==> config.mk <==
export PLATFORM = sky130hd
export DESIGN_NAME = ci_fft_frame_sched_flat
export DESIGN_NICKNAME = d
export VERILOG_FILES = /design/src/rtl/ci_dsp_pkg.sv /design/src/rtl/ci_fft_frame_sched_if.sv /design/src/rtl/ci_peak_track.sv /design/src/rtl/ci_fft_frame_sched.sv /design/src/flat_wrapper.sv
export SDC_FILE = /design/constraint.sdc
export NUM_CORES = 1
export LEC_CHECK = 0
export ABC_AREA = 1
export BUFFER_PORTS_ARGS = -buffer_cell sky130_fd_sc_hd__buf_2
export CORE_MARGIN = 5
export CORE_UTILIZATION = 65
export DETAILED_ROUTE_END_ITERATION = 7
export PLACE_DENSITY = 0.83
export SYNTH_ARGS = -nofsm -noshare
export SYNTH_HDL_FRONTEND = slang
export SYNTH_SLANG_ARGS = --single-unit
==> constraint.sdc <==
create_clock -name clk -period 3.5 [get_ports clk]
set_clock_uncertainty 0.05 [all_clocks]
set_input_delay 0.35 -clock clk [delete_from_list [all_inputs] [get_ports clk]]
set_output_delay 0.35 -clock clk [all_outputs]
set_load 0.01 [all_outputs]
==> src/rtl/ci_dsp_pkg.sv <==
// Shared NIR DSP chain definitions: sample/FFT sizes, scheduler FSM encoding, LED wavelength codes.
package ci_dsp_pkg;

  localparam int ADC_DATLEN    = 12;
  localparam int FFT_VLEN      = 16;
  localparam int FFT_VLEN_LOG2 = $clog2(FFT_VLEN);

  typedef logic [ADC_DATLEN-1:0]    sample_t;
  typedef logic [FFT_VLEN_LOG2-1:0] idx_t;

  localparam idx_t IDX_LAST = idx_t'(FFT_VLEN - 1);
  localparam idx_t IDX_ONE  = idx_t'(1);

  localparam logic [2:0] ST_FILL    = 3'd0;
  localparam logic [2:0] ST_START   = 3'd1;
  localparam logic [2:0] ST_FEED    = 3'd2;
  localparam logic [2:0] ST_DRAIN   = 3'd3;
  localparam logic [2:0] ST_PUBLISH = 3'd4;

  localparam logic LED_730 = 1'b0;
  localparam logic LED_850 = 1'b1;

endpackage

==> src/rtl/ci_fft_frame_sched_if.sv <==
// Signal bundle between the frame scheduler and its ADC reader / FFT core / host neighbours.
interface ci_fft_frame_sched_if;
  import ci_dsp_pkg::*;

  logic    smp_rdy;
  sample_t smp_data;
  logic    fft_start;
  logic    fft_nd;
  sample_t fft_din;
  sample_t fft_dout;
  logic    fft_out_nd;
  logic    fft_ovfl;
  logic    led_sel;
  sample_t max730;
  sample_t max850;
  logic    max_vld;
  logic    frame_drop;
  logic    smp_lost;

  modport master (
    input  smp_rdy, smp_data, fft_dout, fft_out_nd, fft_ovfl,
    output fft_start, fft_nd, fft_din, led_sel, max730, max850, max_vld, frame_drop, smp_lost
  );

  modport slave (
    output smp_rdy, smp_data, fft_dout, fft_out_nd, fft_ovfl,
    input  fft_start, fft_nd, fft_din, led_sel, max730, max850, max_vld, frame_drop, smp_lost
  );

endinterface

==> src/rtl/ci_peak_track.sv <==
// Running unsigned maximum over FFT output bins; the DC bin never contributes, clr restarts at 0.
module ci_peak_track
  import ci_dsp_pkg::*;
(
  input  logic    clk,
  input  logic    rst,
  input  logic    clr,
  input  logic    vld,
  input  logic    is_dc,
  input  sample_t din,
  output sample_t peak_nxt
);

  sample_t peak_q, peak_d;

  // Strictly greater: equal magnitudes keep the earlier value.
  always_comb begin
    peak_d = peak_q;
    if (clr)
      peak_d = '0;
    else if (vld && !is_dc && (din > peak_q))
      peak_d = din;
  end

  always_ff @(posedge clk or posedge rst) begin
    if (rst) peak_q <= '0;
    else     peak_q <= peak_d;
  end

  assign peak_nxt = peak_d;

endmodule

==> src/rtl/ci_fft_frame_sched.sv <==
// Frame scheduler: buffers FFT_VLEN ADC samples, bursts them into the FFT core, publishes the peak bin.
// Optional macro CI_SCHED_SETTLE_EN discards SETTLE_SMP samples after each wavelength toggle.
module ci_fft_frame_sched
  import ci_dsp_pkg::*;
#(
  parameter int DRAIN_TMO  = 255,
  parameter int SETTLE_SMP = 4
)
(
  input  logic clk,
  input  logic rst,
  ci_fft_frame_sched_if.master io
);

  localparam int             TW       = $clog2(DRAIN_TMO + 1);
  localparam logic [TW-1:0]  TMO_LAST = TW'(DRAIN_TMO - 1);

  logic [2:0]    state_q, state_d;
  idx_t          wcnt_q, wcnt_d;
  idx_t          ocnt_q, ocnt_d;
  logic [TW-1:0] tmo_q, tmo_d;
  logic          led_q, led_d;
  sample_t       max730_q, max730_d;
  sample_t       max850_q, max850_d;
  logic          drop_q, drop_d;
  logic          wr_en, abort, smp_take, pk_clr, pk_vld;
  sample_t       pk_nxt;
  sample_t       mem_q [FFT_VLEN];

`ifdef CI_SCHED_SETTLE_EN
  localparam int SW = (SETTLE_SMP > 0) ? $clog2(SETTLE_SMP + 1) : 1;
  logic [SW-1:0] settle_q, settle_d;

  assign smp_take = (settle_q == '0);

  always_ff @(posedge clk or posedge rst) begin
    if (rst) settle_q <= '0;
    else     settle_q <= settle_d;
  end
`else
  logic [7:0] unused_settle;
  assign unused_settle = 8'(SETTLE_SMP);
  assign smp_take      = 1'b1;
`endif

  assign pk_clr = (state_q == ST_FEED) && (ocnt_q == IDX_LAST) && !io.fft_ovfl;
  assign pk_vld = (state_q == ST_DRAIN) && io.fft_out_nd;

  ci_peak_track u_peak (
    .clk      (clk),
    .rst      (rst),
    .clr      (pk_clr),
    .vld      (pk_vld),
    .is_dc    (ocnt_q == '0),
    .din      (io.fft_dout),
    .peak_nxt (pk_nxt)
  );

  // ocnt indexes the read word in FEED and the output bin in DRAIN.
  always_comb begin
    state_d  = state_q;
    wcnt_d   = wcnt_q;
    ocnt_d   = ocnt_q;
    tmo_d    = tmo_q;
    led_d    = led_q;
    max730_d = max730_q;
    max850_d = max850_q;
    drop_d   = 1'b0;
    wr_en    = 1'b0;
    abort    = 1'b0;
`ifdef CI_SCHED_SETTLE_EN
    settle_d = settle_q;
`endif
    case (state_q)
      ST_FILL: begin
        if (io.smp_rdy) begin
          if (smp_take) begin
            wr_en  = 1'b1;
            wcnt_d = wcnt_q + IDX_ONE;
            if (wcnt_q == IDX_LAST) state_d = ST_START;
          end
`ifdef CI_SCHED_SETTLE_EN
          else
            settle_d = settle_q - SW'(1);
`endif
        end
      end
      ST_START: begin
        if (io.fft_ovfl) abort = 1'b1;
        else begin
          state_d = ST_FEED;
          ocnt_d  = '0;
        end
      end
      ST_FEED: begin
        if (io.fft_ovfl) abort = 1'b1;
        else begin
          ocnt_d = ocnt_q + IDX_ONE;
          if (ocnt_q == IDX_LAST) begin
            state_d = ST_DRAIN;
            tmo_d   = '0;
          end
        end
      end
      ST_DRAIN: begin
        if (io.fft_ovfl) abort = 1'b1;
        else begin
          if (io.fft_out_nd) ocnt_d = ocnt_q + IDX_ONE;
          // Publish registers land with the last bin so max_vld and max730/850 align.
          if (io.fft_out_nd && (ocnt_q == IDX_LAST)) begin
            state_d = ST_PUBLISH;
            if (led_q == LED_850) max850_d = pk_nxt;
            else                  max730_d = pk_nxt;
          end else if (tmo_q == TMO_LAST)
            abort = 1'b1;
          else
            tmo_d = tmo_q + TW'(1);
        end
      end
      ST_PUBLISH: begin
        led_d   = ~led_q;
        wcnt_d  = '0;
        state_d = ST_FILL;
`ifdef CI_SCHED_SETTLE_EN
        settle_d = SW'(SETTLE_SMP);
`endif
      end
      default: state_d = ST_FILL;
    endcase
    if (abort) begin
      drop_d  = 1'b1;
      state_d = ST_FILL;
      wcnt_d  = '0;
      ocnt_d  = '0;
    end
  end

  always_ff @(posedge clk or posedge rst) begin
    if (rst) begin
      state_q  <= ST_FILL;
      wcnt_q   <= '0;
      ocnt_q   <= '0;
      tmo_q    <= '0;
      led_q    <= LED_730;
      max730_q <= '0;
      max850_q <= '0;
      drop_q   <= 1'b0;
    end else begin
      state_q  <= state_d;
      wcnt_q   <= wcnt_d;
      ocnt_q   <= ocnt_d;
      tmo_q    <= tmo_d;
      led_q    <= led_d;
      max730_q <= max730_d;
      max850_q <= max850_d;
      drop_q   <= drop_d;
    end
  end

  always_ff @(posedge clk) begin
    if (wr_en) mem_q[wcnt_q] <= io.smp_data;
  end

  assign io.fft_start  = (state_q == ST_START);
  assign io.fft_nd     = (state_q == ST_FEED);
  assign io.fft_din    = (state_q == ST_FEED) ? mem_q[ocnt_q] : '0;
  assign io.led_sel    = led_q;
  assign io.max730     = max730_q;
  assign io.max850     = max850_q;
  assign io.max_vld    = (state_q == ST_PUBLISH);
  assign io.frame_drop = drop_q;
  assign io.smp_lost   = io.smp_rdy && (state_q != ST_FILL);

endmodule

==> src/flat_wrapper.sv <==
// flat-port wrapper written by rule: the top's interface ports become plain ports
module ci_fft_frame_sched_flat import ci_dsp_pkg::*;
#(
  parameter int DRAIN_TMO  = 255,
  parameter int SETTLE_SMP = 4
)
  (clk, rst, io_smp_rdy, io_smp_data, io_fft_dout, io_fft_out_nd, io_fft_ovfl, io_fft_start, io_fft_nd, io_fft_din, io_led_sel, io_max730, io_max850, io_max_vld, io_frame_drop, io_smp_lost);
  ci_fft_frame_sched_if io_i ();
  input  logic clk;
  input  logic rst;
  input wire logic [$bits(io_i.smp_rdy)-1:0] io_smp_rdy;
  input wire logic [$bits(io_i.smp_data)-1:0] io_smp_data;
  input wire logic [$bits(io_i.fft_dout)-1:0] io_fft_dout;
  input wire logic [$bits(io_i.fft_out_nd)-1:0] io_fft_out_nd;
  input wire logic [$bits(io_i.fft_ovfl)-1:0] io_fft_ovfl;
  output wire logic [$bits(io_i.fft_start)-1:0] io_fft_start;
  output wire logic [$bits(io_i.fft_nd)-1:0] io_fft_nd;
  output wire logic [$bits(io_i.fft_din)-1:0] io_fft_din;
  output wire logic [$bits(io_i.led_sel)-1:0] io_led_sel;
  output wire logic [$bits(io_i.max730)-1:0] io_max730;
  output wire logic [$bits(io_i.max850)-1:0] io_max850;
  output wire logic [$bits(io_i.max_vld)-1:0] io_max_vld;
  output wire logic [$bits(io_i.frame_drop)-1:0] io_frame_drop;
  output wire logic [$bits(io_i.smp_lost)-1:0] io_smp_lost;
  assign io_i.smp_rdy = io_smp_rdy;
  assign io_i.smp_data = io_smp_data;
  assign io_i.fft_dout = io_fft_dout;
  assign io_i.fft_out_nd = io_fft_out_nd;
  assign io_i.fft_ovfl = io_fft_ovfl;
  assign io_fft_start = io_i.fft_start;
  assign io_fft_nd = io_i.fft_nd;
  assign io_fft_din = io_i.fft_din;
  assign io_led_sel = io_i.led_sel;
  assign io_max730 = io_i.max730;
  assign io_max850 = io_i.max850;
  assign io_max_vld = io_i.max_vld;
  assign io_frame_drop = io_i.frame_drop;
  assign io_smp_lost = io_i.smp_lost;
  ci_fft_frame_sched #(.DRAIN_TMO(DRAIN_TMO), .SETTLE_SMP(SETTLE_SMP)) u_core (.clk(clk), .rst(rst), .io(io_i));
endmodule
==> impl_metrics.yaml, run 1 <==
sta:
  whs_ns: 0.103
  finalHoldViolCount: 0
  max_slew_margin: 0.301
  worst_pin_slew_ns: 1.05
  slew_violations: 0
  rsz0062_at_grt: "no"
  setup-violations-final: 0
  fin_setup_tns_ns: 0
  max_freq_mhz: 326
  worst_slack_ns: 0.429
  fin_crit_sh: 0.878
  period_needed_ns: 3.07
worst_setup_path:
  critPathRequiredTime_ns: 3.10
  path_class: "reg2out"
  critPathCaptureType: "primary output"
  rr_worst_depth: 8
  critPathArrivalTime_ns: 2.67
  worstPathMaxFanout: 39
  startpoint_type: "flip-flop"
cells_and_area:
  syn_to_final_growth_pct: 13.9
  design.final.nets: 1081
  fillers: 1011
  finish.utilization: 0.746
  fin_cells: 1270
  drive_gt1_frac: 0.145
  final_area_um2: 12200
logic_synthesis:
  syn_area_per_cell_um2: 11.2
  synth_area_um2: 10700
  synthArstFlopShare: 0.229
  synth_edf_count: 192
  muxShareOfSynthArea: 0
  syn-num-nets: 1007
  synth_compound_area_frac: 0.108
  yosys.area_share.simple: 0.148
  yosys.area_share.xor_xnor: 0.00734
  synth_commonest_cells: "edfxtp_1 (192), nor2_1 (153), nand2_1 (121), o21ai_0 (110), inv_1 (58)"
  synth_cells: 958
  seq_area_frac_synth: 0.669
  synth_most_common_cell: "edfxtp_1"
  synth_area_leader_cell: "edfxtp_1"
  ys_top_cells_by_area: "edfxtp_1 (54%), dfrtp_1 (13%), nor2_1 (5.3%), o21ai_0 (5.1%), nand2_1 (4.2%)"
  yosysUniqueCellTypes: 31
  ys_ff_latch: 249
  synth_top_area_share: 0.537
  synth_adder_area_share: 0.0233
  synth_top_family_by_area: "simple AND/OR/NAND/NOR gates"
  ys_warn_count: 0
  ys.flop_type: "edfxtp_1"
status:
  status: "complete, no violations"
floorplanning:
  core-area_um2: 16400
  die_h_um: 139
  ios: 71
  rows: 47
  start_util: 0.655
  die_x_um: 139
  dieArea_um2: 19200
placed_design:
  dp_cells: 1224
  pre_cts_slack_ns: 0.815
  gp_congestion: 0.889
  dpl.hpwl_um: 15200
  place_area_um2: 11400
  io_buffers: 70
cts:
  cts_root_buffer: "clkbuf_16"
  insertion_delay_ns: 0.53
  post_cts_buffers: 0
  clock_path_buffers: 3
  cts_buffers: 25
  cts_tree: "yes"
  h-tree-depth: 1
  clk_pin_slew_ns: 0.06
  cts.sinks: 249
routing:
  wl_per_cell_um: 20.4
  routed_via_density: 6.22
  wl_met2_um: 12500
  vias: 7901
  drt_iter0_drc: 914
  route.top_layer_used: "met4"
  drc: 0
  first_pass_iters: 5
  wl_met1_um: 9670
  final_antenna_net_count: 0
  dr_wl_met3_um: 2550
  wl_um: 25900
grt:
  grt_pass1_wl_um: 40600
  overflow: 0
  grt_pass1_vias: 7885
  antenna_found_initial: 1
  grt_max_degree: 88
  grt_usage: 0.264
pwr:
  p_sw_frac: 0.332
  switchingPower_mw: 2.87
  p_total_mw: 8.65
  pwr-share-clk: 0.311
  comb_power_share: 0.271
  intPower_mw: 5.78
  p_leak_nw: 4.83
  power_density_nw_per_um2: 707
  vdd_drop_max_uv: 620
  sequentialPowerShare: 0.418
min_path:
  hold_path_class: "in2reg"
  hold_depth: 3
job:
  max_cap_violations: 0
## power groups by stage
stage                     Clock, mW  Combinational, mW  Sequential [mW]
after global routing           2.84               2.57             3.64
after global placement            0               2.19             3.66
final                          2.69               2.34             3.62
after floorplan                   0               1.53             3.63
after CTS                      2.71               2.31             3.61
after detailed placement          0               2.28             3.67
## worst paths after layout
kind / start / end / slack [ns]
worst min register to register: u_core.io.max850[7]$_DFFE_PP0P_ / u_core.io.max850[7]$_DFFE_PP0P_ / 0.43
worst max register to register: u_core.ocnt_q[1]$_DFFE_PP0P_ / u_core.u_peak.peak_q[11]$_DFF_PP0_ / 0.70
worst max-delay path: u_core.ocnt_q[1]$_DFFE_PP0P_ / io_fft_din[7] / 0.43
max in group asynchronous: rst / u_core.io.max730[6]$_DFFE_PP0P_ / 2.15
worst min-delay path: io_smp_rdy / u_core.wcnt_q[1]$_DFFE_PP0P_ / 0.10
min in group asynchronous: rst / u_core.io.max850[4]$_DFFE_PP0P_ / 0.51
## registers in the layout, summed over array words and instances (netlist names)
signal                cells
u_core.mem_q            192
u_core.u_peak.peak_q     12
u_core.io.max850         12
u_core.wcnt_q             4
u_core.tmo_q              8
u_core.io.frame_drop      1
u_core.io.max730         12
u_core.ocnt_q             4
u_core.io.led_sel         1
u_core.state_q            3
## cell usage in the layout, fill, tap and decap left out, types with 20 or more instances in the layout
master | netlist | final
edfxtp_1 | 192 | 192
clkbuf_16 | 0 | 25
dfrtp_1 | 57 | 56
o211ai_1 | 30 | 30
a21oi_1 | 22 | 22
nor2_1 | 153 | 153
o21ai_0 | 110 | 110
buf_4 | 4 | 24
nand3_1 | 37 | 37
nand4_1 | 30 | 30
nand2_1 | 121 | 121
buf_2 | 14 | 70
inv_1 | 58 | 57
ha_1 | 20 | 20
## layer usage
metal  global-route usage  vias up
li1                     -     3544
met1                0.342     3790
met2                0.437      472
met3               0.0503       95
met4                0.121        0
met5                    0        -
## logic make-up after synthesis
group | count (synthesis)
simple gates | 368
flops | 249
compound gates | 198
buf+inv | 114
fa+ha+maj | 20
xor+xnor | 9
## area by class of cell
cell class	instances	area (um2)	area share
multi-input cells	595	3100	0.254
well taps	220	275	0.0225
flip-flops and latches	249	7190	0.588
repair buffers	98	601	0.0491
clock buffers	32	682	0.0557
inverters	63	236	0.0193
clock inverters	12	145	0.0119
diodes	1	2.50	0.000204
## critical path, cell delays in order, from the launching register on
cell      delay (ns)
dfrtp_1         0.35
clkinv_1        0.45
buf_12          0.38
nor2_1          0.11
o21ai_0         0.10
o211ai_1        0.13
o211ai_1        0.13
a21oi_1         0.27
buf_2           0.20
## what timing repair did
| item | in CTS | in global routing |
|---|---|---|
| hold endpoints to repair | 42 | 0 |
| hold buffers | 1 | 0 |
| gates resized for setup | 0 | 0 |
No activity file was read; power rests on OpenSTA's default activity.
==> run 2, diff against run 1 <==
--- a/constraint.sdc
+++ b/constraint.sdc
@@ -4,2 +4,2 @@
 set_output_delay 0.35 -clock clk [all_outputs]
-set_load 0.01 [all_outputs]
+set_load 0.02 [all_outputs]
==> run 2 against run 1 <==
Global-route usage shrank 0.33 points. Final area shrank 0.50%. Critical path depth is the same. Register-to-register slack lost 0.02 ns. Cell count grew 0.16%. Combinational power is essentially flat. Maximum frequency shrank 3.1%. Setup slack lost 0.098 ns. Clock-buffer cell count grew 1. Routed wire length shrank 1.0%. Worst hold slack lost 0.011 ns. First-iteration DRC count grew 4.9%. Critical endpoint unchanged. Largest power group unchanged.
==> impl_metrics.yaml, run 2 (synthesis results as in run 1) <==
status:
  status: "complete, no violations"
floorplanning:
  rows: 47
  dieArea_um2: 19200
  core-area_um2: 16400
  ios: 71
  start_util: 0.655
  die_h_um: 139
  die_x_um: 139
sta:
  rsz0062_at_grt: "no"
  max_freq_mhz: 316
  whs_ns: 0.0913
  finalHoldViolCount: 0
  period_needed_ns: 3.17
  worst_pin_slew_ns: 1.09
  setup-violations-final: 0
  slew_violations: 0
  fin_crit_sh: 0.906
  fin_setup_tns_ns: 0
  max_slew_margin: 0.269
min_path:
  hold_path_class: "in2reg"
  hold_depth: 3
cts:
  cts_tree: "yes"
  clk_pin_slew_ns: 0.06
  cts_buffers: 25
  h-tree-depth: 1
  cts_root_buffer: "clkbuf_16"
  cts.sinks: 249
  clock_path_buffers: 3
  post_cts_resized: 0
  insertion_delay_ns: 0.53
pwr:
  vdd_drop_max_uv: 612
  p_leak_nw: 4.81
  p_total_mw: 8.45
  power_density_nw_per_um2: 694
placed_design:
  dpl.hpwl_um: 15200
  io_buffers: 70
  gp_congestion: 0.890
grt:
  overflow: 0
  grt_pass1_vias: 7371
  antenna_found_initial: 0
  grt_pass1_wl_um: 39600
  grt_max_degree: 88
  grt_usage: 0.260
worst_setup_path:
  critPathArrivalTime_ns: 2.77
  crit_slowest_cell: "clkinv_1"
  crit_chain: "clkinv_1, buf_12, nor2_1, o21ai_0, o211ai_1, o211ai_1, a21oi_1, buf_2"
  timing.critical_path.slowest_cell_delay_ns: 0.47
  crit_top_cell: "o211ai_1"
  path_class: "reg2out"
  critPathRequiredTime_ns: 3.10
  critPathCaptureType: "primary output"
  worstPathMaxFanout: 39
  startpoint_type: "flip-flop"
  rr_worst_depth: 8
routing:
  wl_um: 25700
  vias: 7742
  drc: 0
  first_pass_iters: 6
  routed_via_density: 6.09
  drt_iter0_drc: 959
  final_antenna_net_count: 0
  wl_per_cell_um: 20.2
cells_and_area:
  regMostFlops: "u_core.mem_q"
  largest_reg_flops: 192
  syn_to_final_growth_pct: 13.3
  drive_gt1_frac: 0.144
  design.final.nets: 1082
  layout_commonest_cell: "edfxtp_1"
  diodes: 0
  layout_common_cells: "edfxtp_1 (192), nor2_1 (153), nand2_1 (121), o21ai_0 (110), buf_2 (70)"
job:
  max_cap_violations: 0
==> run 2: cell count changes in the layout (fill, tap and decap cells not counted), sizes merged <==
| cell | previous run | this run |
|---|---|---|
| bufinv | 3 | 1 |
| clkinv | 9 | 12 |
| buf | 97 | 98 |
| clkbuf | 32 | 33 |
| diode | 1 | 0 |
==> run 2: worst paths after layout <==
| kind | start | end | slack (ns) |
|---|---|---|---|
| setup / recovery | u_core.ocnt_q[1]$_DFFE_PP0P_ | io_fft_din[7] | 0.33 |
| hold reg to reg | u_core.io.max850[7]$_DFFE_PP0P_ | u_core.io.max850[7]$_DFFE_PP0P_ | 0.43 |
| min in group asynchronous | rst | u_core.u_peak.peak_q[11]$_DFF_PP0_ | 0.52 |
| hold / removal | io_smp_rdy | u_core.wcnt_q[1]$_DFFE_PP0P_ | 0.09 |
| setup reg to reg | u_core.ocnt_q[1]$_DFFE_PP0P_ | u_core.u_peak.peak_q[10]$_DFF_PP0_ | 0.68 |
| max in group asynchronous | rst | u_core.io.max850[7]$_DFFE_PP0P_ | 2.14 |
==> run 2: repair_timing <==
item | CTS | global route
buffers inserted | 0 | 0
hold buffers | 1 | 0
hold endpoints to repair | 13 | 0
==> run 2: layout make-up <==
cell class | instances | area, um2
Multi-Input combinational cell | 595 | 3100
Clock inverter | 13 | 97.6
Inverter | 63 | 236
Fill cell | 1033 | 4230
Timing Repair Buffer | 99 | 596
Tap cell | 220 | 275
Sequential cell | 249 | 7190
Clock buffer | 33 | 676
==> run 2: where the power goes <==
part           switching (mW)  internal [mW]
sequential              0.135           3.48
combinational            1.63          0.688
clock                    1.08           1.44
==> run 2: metrics by stage <==
stage / utilization / worst slack (ns) / instance area, um2 / cells
after floorplan: - / 1.19 / 10700 / 958
after global placement: 0.694 / 0.882 / 11400 / 1225
after detailed placement: 0.694 / 0.768 / 11400 / 1225
after CTS: 0.742 / 0.330 / 12200 / 1272
after global routing: 0.742 / 0.168 / 12200 / 1272
final: 0.742 / 0.331 / 12200 / 1272
==> run 2: per-layer routing <==
metal	routed length, um	vias to the layer above	part of all wire	GRT usage
met2	12700	391	0.49	0.443
met5	0	-	0	0
met3	2170	71	0.085	0.0393
met4	787	0	0.031	0.0848
li1	-	3552	-	-
met1	10000	3728	0.39	0.350
==> run 2: worst max-delay path, delay by kind of cell (launching register included) <==
family / cells / cell delay (ns)
flops: 1 / 0.35
compound gates: 4 / 0.67
simple gates: 1 / 0.11
buf+inv: 3 / 1.09
==> run 3, diff against run 2 <==
CELL_PAD_IN_SITES_DETAIL_PLACEMENT = 0   (was unset)
CELL_PAD_IN_SITES_GLOBAL_PLACEMENT = 1   (was unset)
CORE_ASPECT_RATIO = 0.9   (was unset)
CORE_UTILIZATION = 52   (was 65)
PLACE_DENSITY = 0.82   (was 0.83)
RECOVER_POWER = 25   (was unset)
==> run 3 against run 2 <==
Critical path depth down 1. Worst hold slack got worse by 0.029 ns. Sequential power is essentially flat. Maximum frequency is 3.3% higher. Sequential share of layout area down 0.51 points. Combinational power shrank 2%. Register-to-register slack lost 0.17 ns. Critical path type unchanged.
==> impl_metrics.yaml, run 3 (synthesis results as in run 1) <==
pwr:
  p_sw_frac: 0.327
  power_density_nw_per_um2: 695
  intPower_mw: 5.75
  switchingPower_mw: 2.80
  sequentialPowerShare: 0.420
  p_leak_nw: 4.82
  p_total_mw: 8.54
  vdd_drop_max_uv: 607
  comb_power_share: 0.267
  pwr-share-clk: 0.313
routing:
  drc: 0
  drt_iter0_drc: 741
  wl_um: 25600
  final_antenna_net_count: 0
  wl_per_cell_um: 19.5
  first_pass_iters: 7
  routed_via_density: 5.63
  vias: 7377
floorplanning:
  dieArea_um2: 23600
  rows: 49
  core-area_um2: 20200
  ios: 71
  die_h_um: 146
  die_x_um: 162
  start_util: 0.533
cells_and_area:
  diodes: 0
  layout_commonest_cell: "edfxtp_1"
  drive_gt1_frac: 0.139
  layout_common_cells: "edfxtp_1 (192), nor2_1 (153), nand2_1 (121), o21ai_0 (110), buf_2 (60)"
  design.final.nets: 1088
  final_area_um2: 12300
  syn_to_final_growth_pct: 14.3
  regMostFlops: "u_core.mem_q"
  largest_reg_flops: 192
cts:
  h-tree-depth: 1
  clk_pin_slew_ns: 0.06
  cts.sinks: 249
  clock_path_buffers: 3
  insertion_delay_ns: 0.53
  cts_root_buffer: "clkbuf_16"
  post_cts_resized: 0
  post_cts_buffers: 0
  cts_buffers: 25
  cts_tree: "yes"
worst_setup_path:
  timing.critical_path.slowest_cell_delay_ns: 0.42
  crit_top_cell: "o211ai_1"
  regToRegEndpoint: "u_core.u_peak.peak_q[4]$_DFF_PP0_"
  crit_slowest_cell: "dfrtp_2"
  critPathCaptureType: "primary output"
  crit_buf_inv: 3
  rr_worst_depth: 8
  critPathArrivalTime_ns: 2.67
  startpoint_type: "flip-flop"
  worstReg2RegStart: "u_core.ocnt_q[0]$_DFFE_PP0P_"
  worstPathMaxFanout: 68
  crit_chain: "inv_2, buf_12, nor2_1, o211ai_1, o211ai_1, a21oi_1, buf_2"
  path_class: "reg2out"
  ff2ff_setup_slack_ns: 0.51
  cp.depth: 7
  critPathRequiredTime_ns: 3.10
  crit_family: "buffers and inverters"
sta:
  setup-violations-final: 0
  fin_crit_sh: 0.877
  worst_pin_slew_ns: 1.10
  rsz0062_at_grt: "no"
  period_needed_ns: 3.07
  max_freq_mhz: 326
  finalHoldViolCount: 0
  slew_violations: 0
  max_slew_margin: 0.264
  fin_setup_tns_ns: 0
placed_design:
  gp_congestion: 0.837
  io_buffers: 70
  dpl.hpwl_um: 15500
  place_area_um2: 11500
grt:
  grt_usage: 0.216
  grt_pass1_wl_um: 40600
  grt_max_degree: 71
  grt_pass1_vias: 7099
  overflow: 0
  antenna_found_initial: 0
min_path:
  hold_end: "u_core.wcnt_q[1]$_DFFE_PP0P_"
  hold_depth: 3
  min_from: "io_smp_rdy"
  hold_path_class: "in2reg"
status:
  status: "complete, no violations"
job:
  max_cap_violations: 0
[run 3: cell count changes in the layout (fill, tap and decap cells not counted)]
cell	delta
clkinv_2	-2
buf_4	+7
buf_12	-1
bufinv_16	+2
clkbuf_1	+14
buf_2	-10
clkinv_1	-6
[run 3: stage by stage]
stage,cells,hold slack [ns],setup WS (ns),util
2_1_floorplan,958,0.399,1.19,-
3_5_place_dp,1266,0.411,0.513,0.569
3_3_place_gp,1266,0.411,0.515,0.569
4_1_cts,1311,0.0519,0.401,0.610
6_report,1311,0.0623,0.431,0.609
5_1_grt,1311,0.0578,0.230,0.609
[run 3: worst reg2reg max path: stages, from the launching register on]
cell	delay [ns]
dfrtp_2	0.38
buf_4	0.56
ha_1	0.32
nand2_1	0.08
nor2_2	0.12
inv_1	0.08
nor2_1	0.13
nand2_1	0.65
and3_1	0.50
[run 3: power groups by stage]
stage / Sequential (mW) / Combinational [mW] / Clock [mW]
after floorplan: 3.65 / 1.54 / 0
after global placement: 3.64 / 2.26 / 0
after detailed placement: 3.64 / 2.28 / 0
after CTS: 3.59 / 2.29 / 2.72
after global routing: 3.61 / 2.55 / 2.86
final: 3.59 / 2.28 / 2.68
[run 3: repair_timing]
item / CTS / global route
setup endpoints to repair: 0 / 0
endpoints found under the hold margin: 32 / 0
hold buffers: 1 / 0
[run 3: how the worst max path moves through the flow]
stage	startpoint	endpoint	slack, ns
detailed placement	u_core.ocnt_q[0]$_DFFE_PP0P_	u_core.u_peak.peak_q[4]$_DFF_PP0_	0.51
global placement	u_core.ocnt_q[0]$_DFFE_PP0P_	u_core.u_peak.peak_q[0]$_DFF_PP0_	0.51
global route	u_core.ocnt_q[0]$_DFFE_PP0P_	io_fft_din[1]	0.23
CTS	u_core.ocnt_q[0]$_DFFE_PP0P_	io_fft_din[3]	0.40
finish	u_core.ocnt_q[0]$_DFFE_PP0P_	io_fft_din[3]	0.43
floorplan	u_core.state_q[1]$_DFFE_PP0P_	u_core.mem_q[15][0]$_DFFE_PP_	1.19
[run 3: final cells by class]
type / count / area, um2
Clock buffer: 37 / 691
Clock inverter: 7 / 125
Fill cell: 1609 / 7890
Inverter: 63 / 236
Multi-Input combinational cell: 595 / 3100
Sequential cell: 249 / 7190
Tap cell: 255 / 319
Timing Repair Buffer: 105 / 616
[run 3: routing by layer]
metal / vias to the layer above / track usage / share of wire
li1: 3568 / - / -
met1: 3535 / 0.326 / 0.45
met2: 246 / 0.341 / 0.47
met3: 28 / 0.0307 / 0.069
met4: 0 / 0.0435 / 0.013
met5: - / 0 / 0
